### config.mk
export PLATFORM = sky130hd
export DESIGN_NAME = vector_beam_integrator
export DESIGN_NICKNAME = d
export VERILOG_FILES = /design/src/rtl/vector_beam_integrator.sv
export SDC_FILE = /design/constraint.sdc
export NUM_CORES = 1
export LEC_CHECK = 0
export CAP_MARGIN = 20
export CORE_UTILIZATION = 60
export DETAILED_ROUTE_END_ITERATION = 8
export PLACE_DENSITY = 0.8
export SLEW_MARGIN = 10
export SYNTH_ARGS = -nofsm -noshare
export SYNTH_HDL_FRONTEND = slang
export SYNTH_SLANG_ARGS = --single-unit
### constraint.sdc
create_clock -name clk -period 7 [get_ports clk]
set_input_delay 1.75 -clock clk [delete_from_list [all_inputs] [get_ports clk]]
set_output_delay 1.75 -clock clk [all_outputs]
set_load 0.01 [all_outputs]
### src/rtl/vector_beam_integrator.sv
// Digital stand-in for the analog X/Y beam integrators: steps a saturating fixed-point beam along each vector.
// Latency: handshake edge -> first beam_valid 2 clocks, done 2+len clocks after it; a command occupies len+3 clocks.
// Backpressure: vec_ready is high only in IDLE with no center pulse; beam samples are never stalled.
module vector_beam_integrator #(
    parameter int POS_W  = 10,
    parameter int FRAC_W = 12,
    parameter int LEN_W  = 10,
    parameter int CENTER = 512
) (
    input  logic             clk,
    input  logic             reset_n,
    input  logic             vec_valid,
    output logic             vec_ready,
    input  logic [12:0]      dvx,
    input  logic [12:0]      dvy,
    input  logic [7:0]       linscale,
    input  logic [LEN_W-1:0] len,
    input  logic [3:0]       zval,
    input  logic             center,
    output logic [POS_W-1:0] beam_x,
    output logic [POS_W-1:0] beam_y,
    output logic [3:0]       beam_z,
    output logic             beam_valid,
    output logic             clipped,
    output logic             done
);

    localparam int ACC_W = POS_W + FRAC_W;
    localparam logic [ACC_W-1:0] ACC_CENTER = ACC_W'(CENTER) << FRAC_W;
    localparam logic [ACC_W-1:0] ACC_MAX    = {{POS_W{1'b1}}, {FRAC_W{1'b0}}};
    localparam logic [POS_W-1:0] POS_CENTER = POS_W'(CENTER);

    typedef enum logic [1:0] {S_IDLE, S_SCALE, S_DRAW, S_FIN} state_t;

    state_t             state;
    logic [12:0]        dvx_q, dvy_q;
    logic [7:0]         scale_q;
    logic [LEN_W-1:0]   len_q, cnt_q;
    logic [3:0]         zval_q;
    logic [12:0]        step_x_q, step_y_q;
    logic [ACC_W-1:0]   acc_x_q, acc_y_q;

    // Adds a signed step to an unsigned accumulator; the top result bit flags a clamp.
    // The 2-bit headroom makes bit ACC_W+1 a pure underflow flag and bit ACC_W a pure overflow flag,
    // because |step| is far smaller than the accumulator range.
    function automatic logic [ACC_W:0] sat_add(input logic [ACC_W-1:0] acc, input logic [12:0] step);
        logic [ACC_W+1:0] sum;
        sum = {2'b00, acc} + {{(ACC_W-11){step[12]}}, step};
        if (sum[ACC_W+1])
            return {1'b1, {ACC_W{1'b0}}};
        else if (sum[ACC_W])
            return {1'b1, ACC_MAX};
        else
            return {1'b0, sum[ACC_W-1:0]};
    endfunction

    // Offset-binary to two's complement is a flip of the top bit.
    logic [12:0] dx_s, dy_s;
    logic [8:0]  mult;
    assign dx_s = {~dvx_q[12], dvx_q[11:0]};
    assign dy_s = {~dvy_q[12], dvy_q[11:0]};
    assign mult = {1'b0, scale_q} + 9'd1;

    // 21 bits hold +-4096*256; dropping the low 8 bits is an arithmetic (floor) shift.
    logic signed [20:0] prod_x, prod_y;
    assign prod_x = $signed({{8{dx_s[12]}}, dx_s}) * $signed({12'd0, mult});
    assign prod_y = $signed({{8{dy_s[12]}}, dy_s}) * $signed({12'd0, mult});

    logic unused_prod_bits;
    assign unused_prod_bits = ^{prod_x[7:0], prod_y[7:0]};

    logic [ACC_W:0] next_x, next_y;
    assign next_x = sat_add(acc_x_q, step_x_q);
    assign next_y = sat_add(acc_y_q, step_y_q);

    // A center pulse blocks acceptance in the same cycle so it always wins over a new command.
    assign vec_ready = (state == S_IDLE) && !center;

    // Vector sequencer: capture, scale, integrate len steps, report completion; center overrides all.
    always_ff @(posedge clk or negedge reset_n) begin
        if (!reset_n) begin
            state      <= S_IDLE;
            dvx_q      <= '0;
            dvy_q      <= '0;
            scale_q    <= '0;
            len_q      <= '0;
            zval_q     <= '0;
            step_x_q   <= '0;
            step_y_q   <= '0;
            cnt_q      <= '0;
            acc_x_q    <= ACC_CENTER;
            acc_y_q    <= ACC_CENTER;
            beam_x     <= POS_CENTER;
            beam_y     <= POS_CENTER;
            beam_z     <= '0;
            beam_valid <= 1'b0;
            clipped    <= 1'b0;
            done       <= 1'b0;
        end else if (center) begin
            state      <= S_IDLE;
            acc_x_q    <= ACC_CENTER;
            acc_y_q    <= ACC_CENTER;
            beam_x     <= POS_CENTER;
            beam_y     <= POS_CENTER;
            beam_z     <= '0;
            beam_valid <= 1'b0;
            done       <= 1'b0;
        end else begin
            beam_valid <= 1'b0;
            beam_z     <= '0;
            done       <= 1'b0;
            case (state)
                S_IDLE: begin
                    if (vec_valid) begin
                        dvx_q   <= dvx;
                        dvy_q   <= dvy;
                        scale_q <= linscale;
                        len_q   <= len;
                        zval_q  <= zval;
                        clipped <= 1'b0;
                        state   <= S_SCALE;
                    end
                end
                S_SCALE: begin
                    step_x_q <= prod_x[20:8];
                    step_y_q <= prod_y[20:8];
                    cnt_q    <= len_q;
                    state    <= (len_q != '0) ? S_DRAW : S_FIN;
                end
                S_DRAW: begin
                    acc_x_q    <= next_x[ACC_W-1:0];
                    acc_y_q    <= next_y[ACC_W-1:0];
                    beam_x     <= next_x[ACC_W-1:FRAC_W];
                    beam_y     <= next_y[ACC_W-1:FRAC_W];
                    clipped    <= clipped | next_x[ACC_W] | next_y[ACC_W];
                    beam_valid <= 1'b1;
                    beam_z     <= zval_q;
                    cnt_q      <= cnt_q - LEN_W'(1);
                    if (cnt_q == LEN_W'(1))
                        state <= S_FIN;
                end
                default: begin
                    done  <= 1'b1;
                    state <= S_IDLE;
                end
            endcase
        end
    end

endmodule

# Word level (Yosys, flattened, before mapping)
# Index checks and enable logic that the tools add are counted.
# totals
register_bits	157
input_bits	52
out_inout_bits	28
wordCells	73
# op_classes
addsub	4
multipliers	2
n_eq_ne	6
muxes	26
bitwise_logic	5
n_reduce_logical	13
# ops
operator	count
23-bit 2-to-1 mux	4
22-bit 2-to-1 mux	4
23-bit by 13-bit adder with 24-bit output	2
13-bit by 10-bit multiplier with 21-bit output	2
10-bit 2-to-1 mux	4
10-bit one-hot mux with 2 select lines	1
10-bit by 1-bit equality test with 1-bit output, second input constant	1
10-bit nonzero test	1
10-bit by 1-bit subtractor with 10-bit output, second input constant	1
8-bit by 1-bit adder with 9-bit output, second input constant	1
4-bit 2-to-1 mux	2
1-bit 2-to-1 mux	6
2-bit 2-to-1 mux	3
3-bit inequality test, second input constant	2
2-bit one-hot mux with 3 select lines	1
2-bit AND reduction	3
3-bit AND reduction	2
2-bit nonzero test	3
1-bit inverter	3
3-bit OR reduction	1
2-bit by 1-bit equality test with 1-bit output, second input constant	1
2-bit equality test, second input constant	1
2-bit zero test	1
2-bit inequality test, second input constant	1
other kinds (4)	5

# Logic depth before layout (Yosys ltp)
# depth
depth_word	6
ltp_mapped	25
ltp_nobuf	23

# Worst setup path after synthesis
# No wires, ideal clock.
# synth_timing
path_kind	reg2reg
start	register scale_q[1]
end	register step_x_q[7]
setup_ps	132
arrival_time_ps	5951
required_ps	6868
setup_slack_ps	917
stages_incl_launch_ff	23
period_less_slack_ps	6083
path_cell_list	dfrtp_1 > ha_1 > xor2_1 > clkbuf_1 > nand2_1 > fa_1 > inv_1 > fa_1 > inv_1 > fa_1 > inv_1 > fa_1 > inv_1 > fa_1 > inv_1 > ha_1 > or4_1 > a211o_1 > a31o_2 > a211o_1 > a21oi_1 > xor2_1 > o21ai_1
# synth_via
elab_chain_len	2
# synth_lines
item	line_no	rtl
start: declaration	37	logic [7:0] scale_q;
start signal: assignment	117	scale_q <= linscale;
8-bit by 1-bit adder with 9-bit output	62	assign mult = {1'b0, scale_q} + 9'd1;
13-bit by 10-bit multiplier with 21-bit output	66	assign prod_x = $signed({{8{dx_s[12]}}, dx_s}) * $signed({12'd0, mult});
end signal: assignment	125	step_x_q <= prod_x[20:8];
end: declaration	40	logic [12:0] step_x_q, step_y_q;
# No other way between the ends.
# A chain may end at the register's enable or synchronous reset.

# Final worst setup path
# layout_timing
start	register scale_q[1]
end	register step_x_q[12]
# The elaborated chain is that of the path after synthesis.

==> impl_metrics.csv <==
group,metric,value,unit
global_route,grt_antenna_before_repair,0,
hold_path,min_path_type,"flip-flop to flip-flop",
critical_path,cp_max_fo,20,
synthesis,async_flop_share,100,%
placed_design,portBuffers,79,
cts,cts_sinks,137,
sta,period_share,93.5,%
detailed_routing,drtAntennaViolNets,0,
synthesis,synth_compound_area_share,11.5,%
detailed_routing,wl_met1,15.3,mm
critical_path,arrival,6860,ps
sta,setup_viol,0,
global_route,grt_max_degree,77,
layout,fillers,1977,
detailed_routing,wl,35.2,mm
synthesis,synth_fp_nets,2073,
critical_path,startpoint_type,"flip-flop",
cts,cts_root_buf,"clkbuf_16",
floorplan,dieWidth,165,um
sta,grt_setup_unrepaired,"no",
synthesis,synth-simple-area-share,15.2,%
critical_path,regToRegEndpoint,"step_x_q[12]",
detailed_routing,wl_per_cell,17.0,um
floorplan,fp.dieH,165,um
synthesis,synth_top_family_by_area,"adder cells",
detailed_routing,drt_iter0_markers,878,
cts,max-clock-path-buffers,2,
cts,clock_latency,440,ps
detailed_routing,drc,0,
cts,cts_resized,0,
synthesis,synth.cell_area,15900,um2
layout,multi_input_area,11100,um2
cts,post_cts_buffers,0,
sta,worst_slew_pin_slew,1000,ps
global_route,grt_pass1_wl,59.8,mm
sta,finalHoldViolCount,0,
critical_path,startpoint,"scale_q[1]",
synthesis,synth_xor_area_share,4.41,%
detailed_routing,drt-vias-per-instance,5.73,
detailed_routing,wl_met2,17.1,mm
floorplan,initial_utilization,61.1,%
sta,finalSetupTns,0,ps
cts,tritoncts,"built",
detailed_routing,wl_met3,1.88,mm
detailed_routing,drt_first_pass_iters,5,
synthesis,muxShareOfSynthArea,3.85,%
layout,nNetsFinal,2101,
synthesis,synth_fa_ha_area_share,34.9,%
synthesis,synth_edf_count,0,
synthesis,ys_warn_count,0,
synthesis,synthDistinctLibCells,76,
critical_path,crit_end,"step_x_q[12]",
placed_design,dp_hpwl,26.4,mm
sta,min_period,6550,ps
critical_path,critPathKind,"flip-flop to flip-flop",
sta,finClkSkew,20.7,ps
layout,area_growth,9.98,%
synthesis,ys_ff_latch,137,
critical_path,cp-end-kind,"flip-flop",
flow_run,max_cap_viol_count,0,
run_status,status,"finished, final reports clean",
cts,cts_hold_repair.buffers,0,
cts,cts_buffers,17,
sta,slew_headroom,32.7,%
synthesis,yosysSeqAreaShare,21.6,%
sta,slew_violations,0,
detailed_routing,top_layer,"met4",
detailed_routing,dr_total_vias,11800,
synthesis,netlist_instances,1691,
floorplan,core,26000,um2
global_route,grt-ovfl-total,0,
synthesis,post_synth.cell_area_avg,9.39,um2
critical_path,reg2reg_from,"scale_q[1]",
placed_design,gp_congestion,0.921,
cts,clk_pin_slew,80,ps
floorplan,ioPinCount,80,
synthesis,synth_ff_type,"dfrtp_1",
layout,num_antenna_cells,0,
global_route,grt_pass1_vias,12600,
sta,max_freq,0.153,GHz
cts,htreeDepth,4,
global_route,gr-usage-all-layers,28.0,%
floorplan,die_area,27100,um2
floorplan,rows,59,
layout,seq_area,3430,um2
critical_path,required,7320,ps
layout,drive_gt1_share,4.79,%
critical_path,reg2reg_depth,21,
critical_path,r2r_slack,450,ps
==> flip-flops by register name, indices dropped and copies added, names as in the netlist <==
name,cells
dvx_q,13
dvy_q,13
step_x_q,13
step_y_q,13
acc_x_q,12
acc_y_q,12
beam_x,10
beam_y,10
cnt_q,10
len_q,10
scale_q,8
beam_z,4
zval_q,4
state,2
beam_valid,1
clipped,1
done,1
==> metrics by stage <==
step | setup WS (ps) | hold slack (ps) | cell area [um2] | utilization (%) | cells
detailed placement | 481 | 464 | 16800 | 64.8 | 2034
global route | 59.3 | 503 | 17500 | 67.2 | 2067
finish | 454 | 477 | 17500 | 67.2 | 2067
CTS | 516 | 480 | 17400 | 67.2 | 2066
floorplan | 917 | 449 | 15900 | - | 1691
global placement | 727 | 455 | 16800 | 64.8 | 2034
==> worst max-delay path: stages, from the launching register on <==
cell,delay (ps)
dfrtp_1,410
ha_1,280
nand3_1,140
xnor2_2,790
buf_4,280
and2_1,160
fa_1,430
fa_1,570
fa_1,430
fa_1,490
inv_1,50
fa_1,490
inv_1,40
ha_1,340
and4_1,240
a21oi_1,180
o211ai_1,120
a41oi_1,240
o31ai_1,150
a21oi_1,270
mux2i_1,220
nand4_1,100
==> cell usage in the layout (no fill, tap or decap), types with 27 or more instances in the layout <==
cell type	n
fa_1	188
dfrtp_1	135
nand2_1	170
and2_1	79
xnor2_1	54
inv_1	246
nor2_1	68
o21ai_1	46
clkdlybuf4s50_1	78
mux2_1	48
nand3_1	27
a21oi_1	62
nor2b_1	50
ha_1	142
==> routing by layer <==
layer	GRT usage [%]	vias to the layer above
met5	0	-
met4	9.63	0
met3	4.55	78
met2	47.7	354
met1	36.3	5874
li1	-	5531
==> cells in the mapped netlist, types with 11 or more instances <==
library cell / count / area, um2
xnor2_1: 56 / 490
a21o_1: 21 / 158
nand3_1: 27 / 135
ha_1: 142 / 1780
buf_1: 20 / 75.1
dfrtp_1: 135 / 3380
o211ai_1: 11 / 82.6
nor3_1: 11 / 55.1
fa_1: 188 / 3760
a21oi_1: 62 / 310
nor2_1: 69 / 259
clkbuf_1: 45 / 169
o21ai_0: 18 / 90.1
a22o_1: 23 / 201
xor2_1: 24 / 210
nor2b_1: 50 / 313
buf_4: 21 / 158
nand2_1: 171 / 642
mux2_1: 48 / 541
o21ai_1: 46 / 230
nand2b_1: 26 / 163
and2_1: 79 / 494
inv_1: 246 / 923
==> cells by family after synthesis <==
logic type,after synthesis
mux,55
flops,137
simple gates,481
fa+ha+maj,330
buf+inv,337
xor+xnor,80
compound gates,271
==> worst min path at each step <==
| stage | start | endpoint | depth (start not counted) |
|---|---|---|---|
| after global placement | zval_q[1] | beam_z[1] | 1 |
| after floorplan | zval_q[0] | beam_z[0] | 1 |
| after CTS | zval_q[1] | beam_z[1] | 1 |
| after detailed placement | zval_q[1] | beam_z[1] | 1 |
| after global routing | zval_q[1] | zval_q[1] | 1 |
| final | zval_q[1] | beam_z[1] | 1 |
==> area by class of cell <==
class / instances / area share, %
multi-input cells: 1217 / 63.8
flip-flops and latches: 137 / 19.6
repair buffers: 98 / 5.42
inverters: 248 / 5.33
well taps: 335 / 2.40
clock buffers: 19 / 2.54
clock inverters: 13 / 0.910
Power is left out: the tool's default activity adds up to more than one toggle a clock period on the data nets, which glitch-free logic cannot reach.
==> edit, RTL diff (same flow settings) <==
The parameter `LEN_W` goes from 10 to 12.
--- a/src/rtl/vector_beam_integrator.sv
+++ b/src/rtl/vector_beam_integrator.sv
@@ -5,5 +5,5 @@
     parameter int POS_W  = 10,
     parameter int FRAC_W = 12,
-    parameter int LEN_W  = 10,
+    parameter int LEN_W  = 12,
     parameter int CENTER = 512
 ) (
Interface: changed (resized len); port bits go from 80 to 82. The function was not compared with the original's and may differ.
==> edit against the original RTL <==
Clock skew down 0.0032 ns. Global-route usage down 1.2 points. Synthesized area about the same. Die area about the same. Count of clock-buffer cells in the layout unchanged. Setup slack worse by 0.019 ns. Sequential cell count up 4. Wire length down 3.9%. Final area down 0.17%. Via count down 2.7%. Synthesized cell count down 2.1%. Critical endpoint unchanged.
Power is left out: the tool's default activity adds up to more than one toggle a clock period on the data nets, which glitch-free logic cannot reach.
==> edit: results (changes against the original RTL) <==
synth_fp_nets: 2039  # was 2073
nNonClkInverters: 252  # was 248
fillers: 1965  # was 1977
cp_max_fo: 13  # was 20
wl_per_cell_microns: 16.65  # was 17.04 microns
multi_input_area_share: 0.6312  # was 0.6377
dr_wl_met3_microns: 1697  # was 1880 microns
multi_input_comb_cells: 1172  # was 1217
grt_max_degree: 93  # was 77
synth.distinct_cells: 71  # was 76
gp_congestion: 0.8540  # was 0.9208
dr.pass1.iters: 8  # was 5
slowest_stage: "xnor2_1"  # was xnor2_2
drive_above_1_share: 0.07593  # was 0.04792
synthMuxAreaShare: 0.04198  # was 0.03852
clk_share: 0.03250  # was 0.03445
synth_cells: 1655  # was 1691
grt_usage: 0.2681  # was 0.2804
ys_top_cells_by_area: "fa_1, dfrtp_1, ha_1"  # unchanged
ys_seq_elements: 141  # was 137
crit_arrival_ns: 6.86  # about the same
wl_met2_microns: 16900  # was 17140 microns
skew_ns: 0.01754  # was 0.02070 ns
vias_per_cell: 5.661  # was 5.727
layout.nonclk_buf_frac: 0.05560  # was 0.05422
slowest_delay_ns: 0.81  # was 0.79 ns
synthAdderAreaFrac: 0.3488  # about the same
wirelength_microns: 33860  # was 35230 microns
worstMarginPinSlew_ns: 1.014  # was 1.004 ns
use_met1: 0.3413  # was 0.3628
met3_usage: 0.04219  # was 0.04545
nNonClkBuffers: 102  # was 98
nets: 2070  # was 2101
synth_compound_area_frac: 0.1121  # was 0.1153
synth-xor-area-share: 0.04844  # was 0.04411
drt_iter0_markers: 835  # was 878
synth_commonest_cells: "inv_1, fa_1, nand2_1"  # unchanged
wl_met1_microns: 14640  # was 15300 microns
grt_pass1_vias: 12280  # was 12550
status: "complete, no violations"  # unchanged
numPortBuffers: 81  # was 79
dp_hpwl_microns: 25580  # was 26370 microns
path_clk_slew_ns: 0.06  # was 0.08 ns
use_met2: 0.4704  # was 0.4773
## edit: cell count changes in the layout (fill, tap and decap cells not counted), sizes merged, moves of 8 or more
cell | unedited run | this run
a22o | 23 | 10
a21o | 21 | 31
nand2 | 171 | 162
o21ai | 73 | 60
nor2 | 70 | 39
and2 | 79 | 87
a221o | 0 | 17
## edit: final timing paths
check | start | end | slack, ns
worst max-delay path | scale_q[3] | step_x_q[12] | 0.44
worst min-delay path | zval_q[3] | beam_z[3] | 0.49
worst max register to register | scale_q[3] | step_x_q[12] | 0.44
worst min register to register | zval_q[3] | beam_z[3] | 0.49
max in group asynchronous | reset_n | acc_x_q[6] | 4.44
min in group asynchronous | reset_n | cnt_q[10] | 1.38
## edit: per-stage QoR
step | instance area, sq um | setup slack [ns]
global route | 17440 | 0.05160
floorplan | 15890 | 0.8523
global placement | 16870 | 0.5705
finish | 17440 | 0.4351
CTS | 17440 | 0.3995
detailed placement | 16870 | 0.4436
